### config.mk
export PLATFORM = sky130hd
export DESIGN_NAME = fir_mac_param
export DESIGN_NICKNAME = d
export VERILOG_FILES = /design/src/rtl/fir_mac_param.sv
export SDC_FILE = /design/constraint.sdc
export NUM_CORES = 1
export LEC_CHECK = 0
export ABC_AREA = 0
export CAP_MARGIN = 20
export CORE_MARGIN = 8
export CORE_UTILIZATION = 56
export CTS_CLUSTER_DIAMETER = 50
export DETAILED_ROUTE_END_ITERATION = 6
export PLACE_DENSITY_LB_ADDON = 0.3
export SETUP_SLACK_MARGIN = 0.02
export SYNTH_ARGS = -nofsm -noshare
export SYNTH_HDL_FRONTEND = slang
export SYNTH_SLANG_ARGS = --single-unit
export TNS_END_PERCENT = 50
### constraint.sdc
create_clock -name clk -period 7.8 [get_ports clk]
set_clock_uncertainty 0.05 [all_clocks]
set_input_delay 1.95 -clock clk [delete_from_list [all_inputs] [get_ports clk]]
set_output_delay 1.95 -clock clk [all_outputs]
set_load 0.01 [all_outputs]
### src/rtl/fir_mac_param.sv
// Sequential-MAC FIR filter: a single multiplier is time-shared over TAPS cycles per sample.
// Runtime-writable signed coefficients, round-half-up with saturation, valid/ready input.
module fir_mac_param #(
    parameter int DATA_W    = 12,
    parameter int COEF_W    = 12,
    parameter int TAPS      = 16,
    parameter int OUT_W     = 16,
    parameter int SHIFT     = 11,
    parameter int SIGNED_IN = 0,
    localparam int AW       = $clog2(TAPS),
    localparam int ACC_W    = DATA_W + 1 + COEF_W + AW
) (
    input  logic              clk,
    input  logic              rst,
    input  logic              en,
    input  logic              clr,
    input  logic [DATA_W-1:0] data_in,
    input  logic              in_valid,
    output logic              in_ready,
    input  logic              coef_we,
    input  logic [AW-1:0]     coef_addr,
    input  logic [COEF_W-1:0] coef_data,
    output logic              coef_err,
    output logic [OUT_W-1:0]  out_data,
    output logic              out_valid,
    output logic              out_sat,
    output logic              busy
);
    localparam int PW = DATA_W + 1 + COEF_W;
    localparam logic signed [ACC_W-1:0] RND  = ACC_W'((64'd1 << SHIFT) >> 1);
    localparam logic signed [ACC_W-1:0] MAXV = ACC_W'((64'sd1 <<< (OUT_W - 1)) - 64'sd1);
    localparam logic signed [ACC_W-1:0] MINV = ~MAXV;

    typedef enum logic [1:0] {S_IDLE, S_MAC, S_OUT} state_t;

    state_t state_q, state_d;

    logic signed [DATA_W:0]   x [TAPS];
    logic signed [COEF_W-1:0] coef [TAPS];
    logic [AW-1:0]            k;
    logic signed [ACC_W-1:0]  acc, rnd_sum, r;
    logic signed [PW-1:0]     prod;
    logic signed [DATA_W:0]   x_new;
    logic                     accept, coef_ok, hi, lo;

    // The reset term keeps in_ready low while the block is held in reset.
    assign in_ready = rst & (state_q == S_IDLE) & en & ~clr;
    assign accept   = in_valid & in_ready;
    assign busy     = (state_q != S_IDLE);
    assign coef_ok  = coef_we & (state_q == S_IDLE) & ~clr & ({1'b0, coef_addr} < (AW + 1)'(TAPS));

    assign x_new   = (SIGNED_IN != 0) ? {data_in[DATA_W-1], data_in} : {1'b0, data_in};
    assign prod    = PW'(x[k]) * PW'(coef[k]);
    assign rnd_sum = acc + RND;
    assign r       = rnd_sum >>> SHIFT;
    assign hi      = (r > MAXV);
    assign lo      = (r < MINV);

    always_ff @(posedge clk or negedge rst) begin
        if (!rst) state_q <= S_IDLE;
        else      state_q <= state_d;
    end

    always_comb begin
        state_d = state_q;
        case (state_q)
            S_IDLE:  if (accept) state_d = S_MAC;
            S_MAC:   if (k == AW'(TAPS - 1)) state_d = S_OUT;
            S_OUT:   state_d = S_IDLE;
            default: state_d = S_IDLE;
        endcase
        if (clr) state_d = S_IDLE;
    end

    always_ff @(posedge clk or negedge rst) begin
        if (!rst) begin
            for (int i = 0; i < TAPS; i++) coef[i] <= '0;
        end else if (coef_ok) begin
            coef[coef_addr] <= coef_data;
        end
    end

    always_ff @(posedge clk or negedge rst) begin
        if (!rst) begin
            for (int i = 0; i < TAPS; i++) x[i] <= '0;
            acc       <= '0;
            k         <= '0;
            coef_err  <= 1'b0;
            out_data  <= '0;
            out_valid <= 1'b0;
            out_sat   <= 1'b0;
        end else begin
            out_valid <= 1'b0;
            coef_err  <= coef_we & ~coef_ok;
            if (clr) begin
                for (int i = 0; i < TAPS; i++) x[i] <= '0;
                acc <= '0;
                k   <= '0;
            end else begin
                case (state_q)
                    S_IDLE: if (accept) begin
                        x[0] <= x_new;
                        for (int i = 1; i < TAPS; i++) x[i] <= x[i-1];
                        acc <= '0;
                        k   <= '0;
                    end
                    S_MAC: begin
                        acc <= acc + ACC_W'(prod);
                        k   <= k + 1'b1;
                    end
                    S_OUT: begin
                        out_valid <= 1'b1;
                        out_sat   <= hi | lo;
                        out_data  <= hi ? MAXV[OUT_W-1:0] : (lo ? MINV[OUT_W-1:0] : r[OUT_W-1:0]);
                    end
                    default: ;
                endcase
            end
        end
    end
endmodule

# Yosys cells after proc, flatten, opt, wreduce, memory -nomap -nowiden

Cells that the tools add are included.

Flip-flop bits (word level): 454
Output and inout bits: 21
Bits of input ports: 34
Logic and storage cells: 101

Equal/unequal tests: 5
$add $sub $neg: 3
Multipliers: 1
Bitwise logic cells: 12
Reductions and logical operators: 10
Multiplexer cells: 26
Magnitude comparators: 5

Operators with widths:

| operator                                                                       | number |
|---|---|
| 208-bit 2-to-1 mux                                                             | 3 |
| 192-bit bitwise mux                                                            | 1 |
| 29-bit 2-to-1 mux                                                              | 2 |
| 29-bit case mux with 2 select lines                                            | 1 |
| 13-bit binary-select mux with 4-bit select                                     | 1 |
| 12-bit binary-select mux with 4-bit select                                     | 1 |
| 12-bit demux with 4-bit select                                                 | 1 |
| 12-bit 2-to-1 mux                                                              | 3 |
| 16-bit 2-to-1 mux                                                              | 2 |
| 29-bit by 12-bit adder with 29-bit output, second input constant               | 1 |
| 29-bit by 25-bit adder with 29-bit output                                      | 1 |
| 13-bit 2-to-1 mux                                                              | 2 |
| 13-bit by 12-bit multiplier with 25-bit output                                 | 1 |
| 18-bit by 16-bit > comparator with 1-bit output, second input constant         | 1 |
| 18-bit by 16-bit less-than comparator with 1-bit output, second input constant | 1 |
| 5-bit greater-or-equal comparator, second input constant                       | 2 |
| 4-bit NOT with 5-bit output                                                    | 2 |
| 4-bit 2-to-1 mux                                                               | 2 |
| 4-bit case mux with 2 select lines                                             | 1 |
| 2-bit AND reduction                                                            | 4 |
| 1-bit bitwise AND                                                              | 7 |
| 2-bit 2-to-1 mux                                                               | 3 |
| 3-bit inequality test, second input constant                                   | 2 |
| 2-bit nonzero test                                                             | 3 |
| other kinds (12)                                                               | 14 |

# Logic depth before layout (Yosys ltp)

Gate-level depths: netlist of run 1.

Depth after elaboration: 8
Mapped depth: 28
Depth with buffers taken out: 25

# Worst setup path after synthesis of run 1

Ideal clock, no wire load.

Path kind: flip-flop to flip-flop
Start: register k[0]
End: register acc[27]
Arrival time: 6947 ps
Path buffers: 4
Required time: 7621 ps
Library setup time: 129 ps
Path slack: 674 ps
Stages on the path, launching flop included: 25
Period minus slack after synthesis: 7126 ps
Path through: dfrtp_1 -> buf_6 -> buf_4 -> buf_6 -> mux4_2 -> mux2_2 -> a21oi_1 -> buf_2 -> nor2_1 -> fa_1 -> inv_1 -> fa_1 -> inv_1 -> fa_1 -> fa_1 -> fa_1 -> fa_1 -> ha_1 -> nand4_1 -> nor3_1 -> a21o_1 -> or4_1 -> a221oi_1 -> xor2_1 -> o21ai_1

Word-level cells in the longest chain between the ends: 8
Elaborated cells between the ends (all ways): 11
Those cells by class: add/sub: 1; mul: 1; mux: 8; bitwise: 1

Ends and longest elaborated chain:

| element                                                                                                         | RTL line | text |
|---|---|---|
| start, declared                                                                                                 | 40       | `logic [AW-1:0] k;` |
| start signal, assigned                                                                                          | 109      | `k <= k + 1'b1;` |
| 4-bit NOT with 5-bit output (not written as such) (*)                                                           | 53       | `assign prod = PW'(x[k]) * PW'(coef[k]);` |
| 13-bit binary-select mux with 4-bit select / 12-bit binary-select mux with 4-bit select (equally long branches) | 53       |  |
| 13-bit 2-to-1 mux (not written as such) / 12-bit 2-to-1 mux (equally long branches) (2 in a row)                | 53       |  |
| 13-bit by 12-bit multiplier with 25-bit output (*)                                                              | 53       |  |
| 29-bit by 25-bit adder with 29-bit output (*)                                                                   | 108      | `acc <= acc + ACC_W'(prod);` |
| 29-bit case mux with 2 select lines (*)                                                                         | 100      | `case (state_q)` |
| 29-bit 2-to-1 mux (*)                                                                                           | 95       | `if (clr) begin` |
| end signal, assigned                                                                                            | 108      |  |
| end, declared                                                                                                   | 41       | `logic signed [ACC_W-1:0] acc, rnd_sum, r;` |

Every way passes the cells marked *; elsewhere a longest branch is shown, timed or not. The select of a mux whose other input is x is not followed.
A chain may end at the register's enable or synchronous reset.

# Worst setup path after layout of run 1

Ends and elaborated chain as after synthesis.

==> results of run 1 <==
==> metal layers <==
metal,up-vias,track usage [%]
met3,113,3.63
met5,-,0
met2,427,37.4
met4,0,7.40
li1,8138,-
met1,9139,29.6
==> sequential cells by signal (all words and copies together) (netlist names) <==
| register | cells |
|---|---|
| acc | 29 |
| out_valid | 1 |
| x | 192 |
| state_q | 2 |
| coef | 192 |
| out_data | 16 |
| coef_err | 1 |
| k | 4 |
| out_sat | 1 |
==> cell families after synthesis <==
group / after synthesis
buffers and inverters: 301
AO/OA/AOI/OAI: 335
XOR/XNOR: 44
AND/OR/NAND/NOR: 710
flip-flops: 438
multiplexers: 337
adder cells (fa/ha/maj): 225
==> timing repair <==
action / in CTS / in global routing
resized for setup: 0 / 7
setup buffers: 0 / 13
endpoints found under the setup margin: 0 / 6
==> synth_stat cells, drive strengths merged (2+ instances only) <==
library cell | n | area share, %
a31oi | 3 | 0.072
or2 | 11 | 0.26
a211oi | 4 | 0.12
a41oi | 3 | 0.10
o21a | 5 | 0.14
clkbuf | 108 | 1.6
xnor2 | 25 | 0.84
and2 | 10 | 0.24
a21oi | 226 | 4.4
nand4 | 8 | 0.25
fa | 123 | 9.4
and3 | 2 | 0.048
a221oi | 2 | 0.067
mux2 | 216 | 9.3
xor2 | 19 | 0.64
o31ai | 2 | 0.058
and4 | 4 | 0.16
o211ai | 4 | 0.12
nand3b | 2 | 0.058
a22o | 10 | 0.34
nand3 | 12 | 0.23
a311oi | 2 | 0.067
nor3 | 8 | 0.19
ha | 102 | 4.9
dfrtp | 438 | 42
a31o | 2 | 0.067
o22a | 14 | 0.49
nand2 | 498 | 7.2
mux2i | 25 | 0.96
nor3b | 2 | 0.096
buf | 49 | 1.3
nor2 | 107 | 1.5
mux4 | 96 | 8.3
o21ai | 47 | 0.90
a21o | 6 | 0.17
nand2b | 11 | 0.26
nor2b | 32 | 0.77
inv | 144 | 2.1
==> stage by stage <==
step	util [%]	hold WS (ps)	setup slack, ps	area [sq um]
after global routing	63.1	461	11.0	29200
after floorplan	-	399	674	26100
after detailed placement	58.8	415	214	27200
final	63.1	422	276	29200
after CTS	62.6	427	212	28900
after global placement	58.8	412	338	27200
==> power by group through the flow <==
stage / clock network [W] / registers [W] / logic, W
detailed placement: 0 / 0.00263 / 0.000962
CTS: 0.00247 / 0.00259 / 0.000968
global placement: 0 / 0.00261 / 0.000925
floorplan: 0 / 0.00258 / 0.000700
global route: 0.00254 / 0.00261 / 0.00109
finish: 0.00242 / 0.00259 / 0.000985
==> worst paths after layout <==
path	start	cells after the start	slack, ps	to
max reg2reg	k[0]	22	280	acc[27]
max in group asynchronous	rst	4	4430	x[144]
min in group asynchronous	rst	1	1240	coef[36]
max	k[0]	22	280	acc[27]
min	out_sat	2	420	out_sat
min reg2reg	out_sat	2	420	out_sat
==> final cells by class <==
type / instances / area, sq um
inverters: 144 / 541
multi-input cells: 1651 / 13900
fillers: 3606 / 17100
repair buffers: 130 / 1330
well taps: 607 / 759
flip-flops and latches: 438 / 11000
clock inverters: 15 / 226
clock buffers: 78 / 1500
==> worst max-delay path, cell delays in order (launching register included) <==
cell       delay [ps]
dfrtp_4           520
buf_4             190
clkbuf_16         200
mux4_2            500
mux2_2            290
a21oi_2           310
buf_4             250
inv_1             110
nor2_1            160
fa_1              450
fa_1              480
fa_1              510
fa_1              530
fa_1              500
ha_1              310
ha_1              380
nand4_1           170
nor3_1             70
a21o_1            200
or4_1             610
a221oi_2          310
xor2_1            180
o21ai_1            70
==> impl_metrics.env, run 1 <==
export IMPL_status="completed"
export IMPL_pwr_share_seq_pct=43.2
export IMPL_cp_end_kind="register"
export IMPL_postCtsHoldBufs=0
export IMPL_fin_nets=2674
export IMPL_routedWlPerCell_um=19.7
export IMPL_setup_viol=0
export IMPL_synth_edf_count=0
export IMPL_layout_cells_non_filler=3063
export IMPL_ys_warn_count=0
export IMPL_area_delta_synth_final_pct=11.9
export IMPL_io_buffers=54
export IMPL_synth_area_sq_um=26100
export IMPL_start_kind="register"
export IMPL_antenna_found_initial=0
export IMPL_rsz0062_at_grt="false"
export IMPL_seq_area_frac_synth_pct=42.0
export IMPL_diodes=0
export IMPL_cts_sinks=438
export IMPL_overflow=0
export IMPL_fin_crit_ps=7520
export IMPL_wirelength_mm=60.2
export IMPL_ant_nets=0
export IMPL_synth_compound_gate_area_share_pct=7.26
export IMPL_slew_viol_final=0
export IMPL_p_leak_nw=13.1
export IMPL_syn_nets=2649
export IMPL_hold_path_class="register to register"
export IMPL_synthCells=2390
export IMPL_routed_via_density=5.82
export IMPL_required_ps=8200
export IMPL_maxCapViolations=0
export IMPL_tritoncts="done"
export IMPL_hold_viol_final=0
export IMPL_dr_pass1_iters=5
export IMPL_switching_share_pct=26.4
export IMPL_dp_hpwl_mm=40.7
export IMPL_fin_crit_sh_pct=96.5
export IMPL_p_sw_w=0.00158
export IMPL_layout_common_cells="nand2_1, dfrtp_1, a21oi_1"
export IMPL_synth_top_family_by_area="multiplexers"
export IMPL_layout_commonest_cell="nand2_1"
export IMPL_synthAdderAreaFrac_pct=14.3
export IMPL_irDropWorstVdd_v=0.000163
export IMPL_fp_dieW_um=232
export IMPL_met3WireLength_mm=2.74
export IMPL_core_sq_um=46300
export IMPL_worst_pin_slew_ps=964
export IMPL_critPathArrivalTime_ps=7930
export IMPL_syn_area_per_cell_sq_um=10.9
export IMPL_powerDensity_nw_per_um2=205
export IMPL_path_clk_slew_ps=60
export IMPL_drc=0
export IMPL_rows=79
export IMPL_num_vias=17800
export IMPL_first_global_vias=18400
export IMPL_highest_layer="met4"
export IMPL_route_met2_wl_mm=29.9
export IMPL_gp_routability_congestion=0.868
export IMPL_io_pins=55
export IMPL_drt_iter0_drc=1279
export IMPL_clock_latency_ps=610
export IMPL_die_height_um=232
export IMPL_grt_start_max_net_pins=114
export IMPL_dp_cells=2952
export IMPL_relSlewSlack_pct=35.7
export IMPL_ys_ff_latch=438
export IMPL_cp_max_fo=13
export IMPL_cts_max_level=2
export IMPL_grt_usage_pct=22.4
export IMPL_clockRootBuffer="clkbuf_16"
export IMPL_comb_power_share_pct=16.4
export IMPL_clock_path_buffers=3
export IMPL_fp_dieArea_sq_um=53800
export IMPL_synth_xor_area_share_pct=1.48
export IMPL_synthSimpleGateAreaFrac_pct=11.4
export IMPL_muxShareOfSynthArea_pct=18.6
export IMPL_finalPower_w=0.00599
export IMPL_tns_ps=0
export IMPL_grt_pass1_wl_mm=97.3
export IMPL_initial_utilization_pct=56.4
export IMPL_yosysUniqueCellTypes=62
export IMPL_met1_length_mm=25.8
export IMPL_async_reset_ff_share_pct=100
export IMPL_internal_power_w=0.00441
export IMPL_synth_top_flop_cell="dfrtp_1"
export IMPL_crit_type="register to register"
export IMPL_cts_buffers=50
export IMPL_power_share_clock_pct=40.4
export IMPL_fmax_ghz=0.133
export IMPL_drive_gt1_share_pct=20.8
(Power assumes the default switching activity.)
==> run 2, diff against run 1 <==
- clock period: 7.8 -> 6.4 ns (I/O delays scaled with it)
==> run 2 against run 1 <==
Effect of this change: the flow now finishes with violations (negative setup slack); via count increased by 6.0%; critical path depth increased by 1; global-route usage increased by 1.6 points; register-to-register slack got worse by 940 ps; non-clock buffer count increased by 246; wire length increased by 7.2%; clock power increased by 22%; sequential power increased by 22%; sequential share of layout area decreased by 3.1 points; combinational power increased by 51%; highest routed layer unchanged.
==> impl_metrics.env, run 2 (synthesized netlist as in run 1, its figures left out) <==
export IMPL_diodes=0
export IMPL_slew_viol_final=0
export IMPL_first_global_vias=19900
export IMPL_layout_commonest_cell="nand2_1"
export IMPL_regArea_sq_um=11000
export IMPL_core_sq_um=46300
export IMPL_io_buffers=54
export IMPL_clockRootBuffer="clkbuf_16"
export IMPL_required_ps=6790
export IMPL_rsz0062_at_grt="true"
export IMPL_start_kind="register"
export IMPL_cts_buffers=51
export IMPL_io_pins=55
export IMPL_initial_utilization_pct=56.4
export IMPL_antenna_found_initial=0
export IMPL_wirelength_mm=64.6
export IMPL_clock_latency_ps=610
export IMPL_gp_routability_congestion=0.928
export IMPL_status="finished, violations left"
export IMPL_path_clk_slew_ps=60
export IMPL_multi_input_area_sq_um=14500
export IMPL_drt_iter0_drc=1350
export IMPL_ant_nets=0
export IMPL_overflow=0
export IMPL_crit_chain="buf_12 > buf_4 > mux4_2 > mux2_4 > a21oi_4 > buf_6 > buf_6 > nor2_2 > fa_1 > inv_1 > fa_1 > inv_1 > fa_1 > fa_1 > fa_1 > fa_2 > ha_4 > nand3_1 > a31oi_1 > or4_4 > a221oi_2 > xor2_1 > o21ai_1"
export IMPL_fin_ws_ps=-665
export IMPL_setup_viol=19
export IMPL_top_regs="coef: 192 flops, x: 192 flops, acc: 29 flops"
export IMPL_num_fill_cells=3252
export IMPL_hold_path_class="register to register"
export IMPL_grt_pass1_wl_mm=105
export IMPL_failed_checks="negative setup slack"
export IMPL_grt_start_max_net_pins=203
export IMPL_hold_path_cell_count=2
export IMPL_dr_pass1_iters=5
export IMPL_layout_cells_non_filler=3311
export IMPL_p_leak_nw=14.4
export IMPL_cp_max_fo=8
export IMPL_powerDensity_nw_per_um2=239
export IMPL_fp_dieW_um=232
export IMPL_tns_ps=-8190
export IMPL_placed_cell_area_sq_um=29300
export IMPL_rows=79
export IMPL_fin_crit_ps=7070
export IMPL_grt_usage_pct=24.0
export IMPL_critPathArrivalTime_ps=7460
export IMPL_num_vias=18900
export IMPL_clock_path_buffers=3
export IMPL_fmax_ghz=0.142
export IMPL_crit_path_top_delay_cell="or4_4"
export IMPL_postCtsHoldBufs=0
export IMPL_relSlewSlack_pct=24.1
export IMPL_routedWlPerCell_um=19.5
export IMPL_fin_util_pct=68.8
export IMPL_finalInstanceArea_sq_um=31800
export IMPL_dp_hpwl_mm=43.8
export IMPL_drive_gt1_share_pct=31.3
export IMPL_max_stage_delay_ps=600
export IMPL_area_delta_synth_final_pct=22.0
export IMPL_layout_common_cells="nand2_1, dfrtp_1, buf_4"
export IMPL_die_height_um=232
export IMPL_dp_cells=3180
export IMPL_crit_type="register to register"
export IMPL_tritoncts="done"
export IMPL_cp_end_kind="register"
export IMPL_fin_nets=2921
export IMPL_routed_via_density=5.70
export IMPL_maxCapViolations=0
export IMPL_finalPower_w=0.00762
export IMPL_cts_max_level=2
export IMPL_drc=0
export IMPL_r2r_cells=23
export IMPL_irDropWorstVdd_v=0.000260
export IMPL_fp_dieArea_sq_um=53800
export IMPL_worst_pin_slew_ps=1140
export IMPL_fin_crit_sh_pct=110
export IMPL_cts_sinks=438
export IMPL_cpMostUsedCell="fa_1"
export IMPL_hold_viol_final=0
run 2: cell types whose count changed in the layout (fill, tap and decap cells not counted), moves of 8 or more:
cell     before  now
nor2_1      105   97
inv_1       144  136
ha_4          0   22
ha_1        102   79
inv_2         0    8
a21oi_2       2   19
a21oi_1     224  203
buf_12        6   27
buf_4        62  285
run 2: routing by layer:
metal  global-route usage [%]  share of wire [%]  vias up  routed length, um
li1                         -                  -     8617                  -
met1                     31.5                 42     9640              27100
met2                     41.1                 51      506              32600
met3                     3.59                5.1      120               3260
met4                     7.42                2.5        0               1620
met5                        0                  0        -                  0
run 2: timing repair:
action	in CTS	in global routing
setup endpoints to repair	19	21
resized for setup	28	71
buffers inserted	12	20
pin swaps	11	28
gates cloned	2	2
run 2: cell type report:
class	count	share of cell area, %
clock inverters	23	0.908
clock buffers	72	4.51
multi-input cells	1651	45.4
repair buffers	376	10.7
inverters	144	1.70
flip-flops and latches	438	34.5
well taps	607	2.39
run 2: critical path, delay by kind of cell (launching register included):
family	cells	cell delay (ps)
fa+ha+maj	7	3210
flops	1	570
buf+inv	6	660
compound gates	4	740
simple gates	3	720
mux	2	780
xor+xnor	1	170
run 2: power by group:
group / switching, W / leakage [nW] / internal (W)
clock: 0.00122 / 0.840 / 0.00175
sequential: 0.000143 / 5.89 / 0.00302
combinational: 0.000708 / 7.70 / 0.000786
total: 0.00207 / 14.4 / 0.00555
run 2: worst paths after layout:
check | from | to | slack, ps
max | k[0] | acc[27] | -670
min | out_sat | out_sat | 420
max reg2reg | k[0] | acc[27] | -670
min reg2reg | out_sat | out_sat | 420
max in group asynchronous | rst | x[139] | 3780
min in group asynchronous | rst | acc[9] | 920
run 2: stage by stage:
step / hold slack, ps / setup slack [ps]
5_1_grt: 447 / -796
3_3_place_gp: 409 / -578
3_5_place_dp: 410 / -647
4_1_cts: 422 / -538
2_1_floorplan: 399 / -160
6_report: 416 / -665
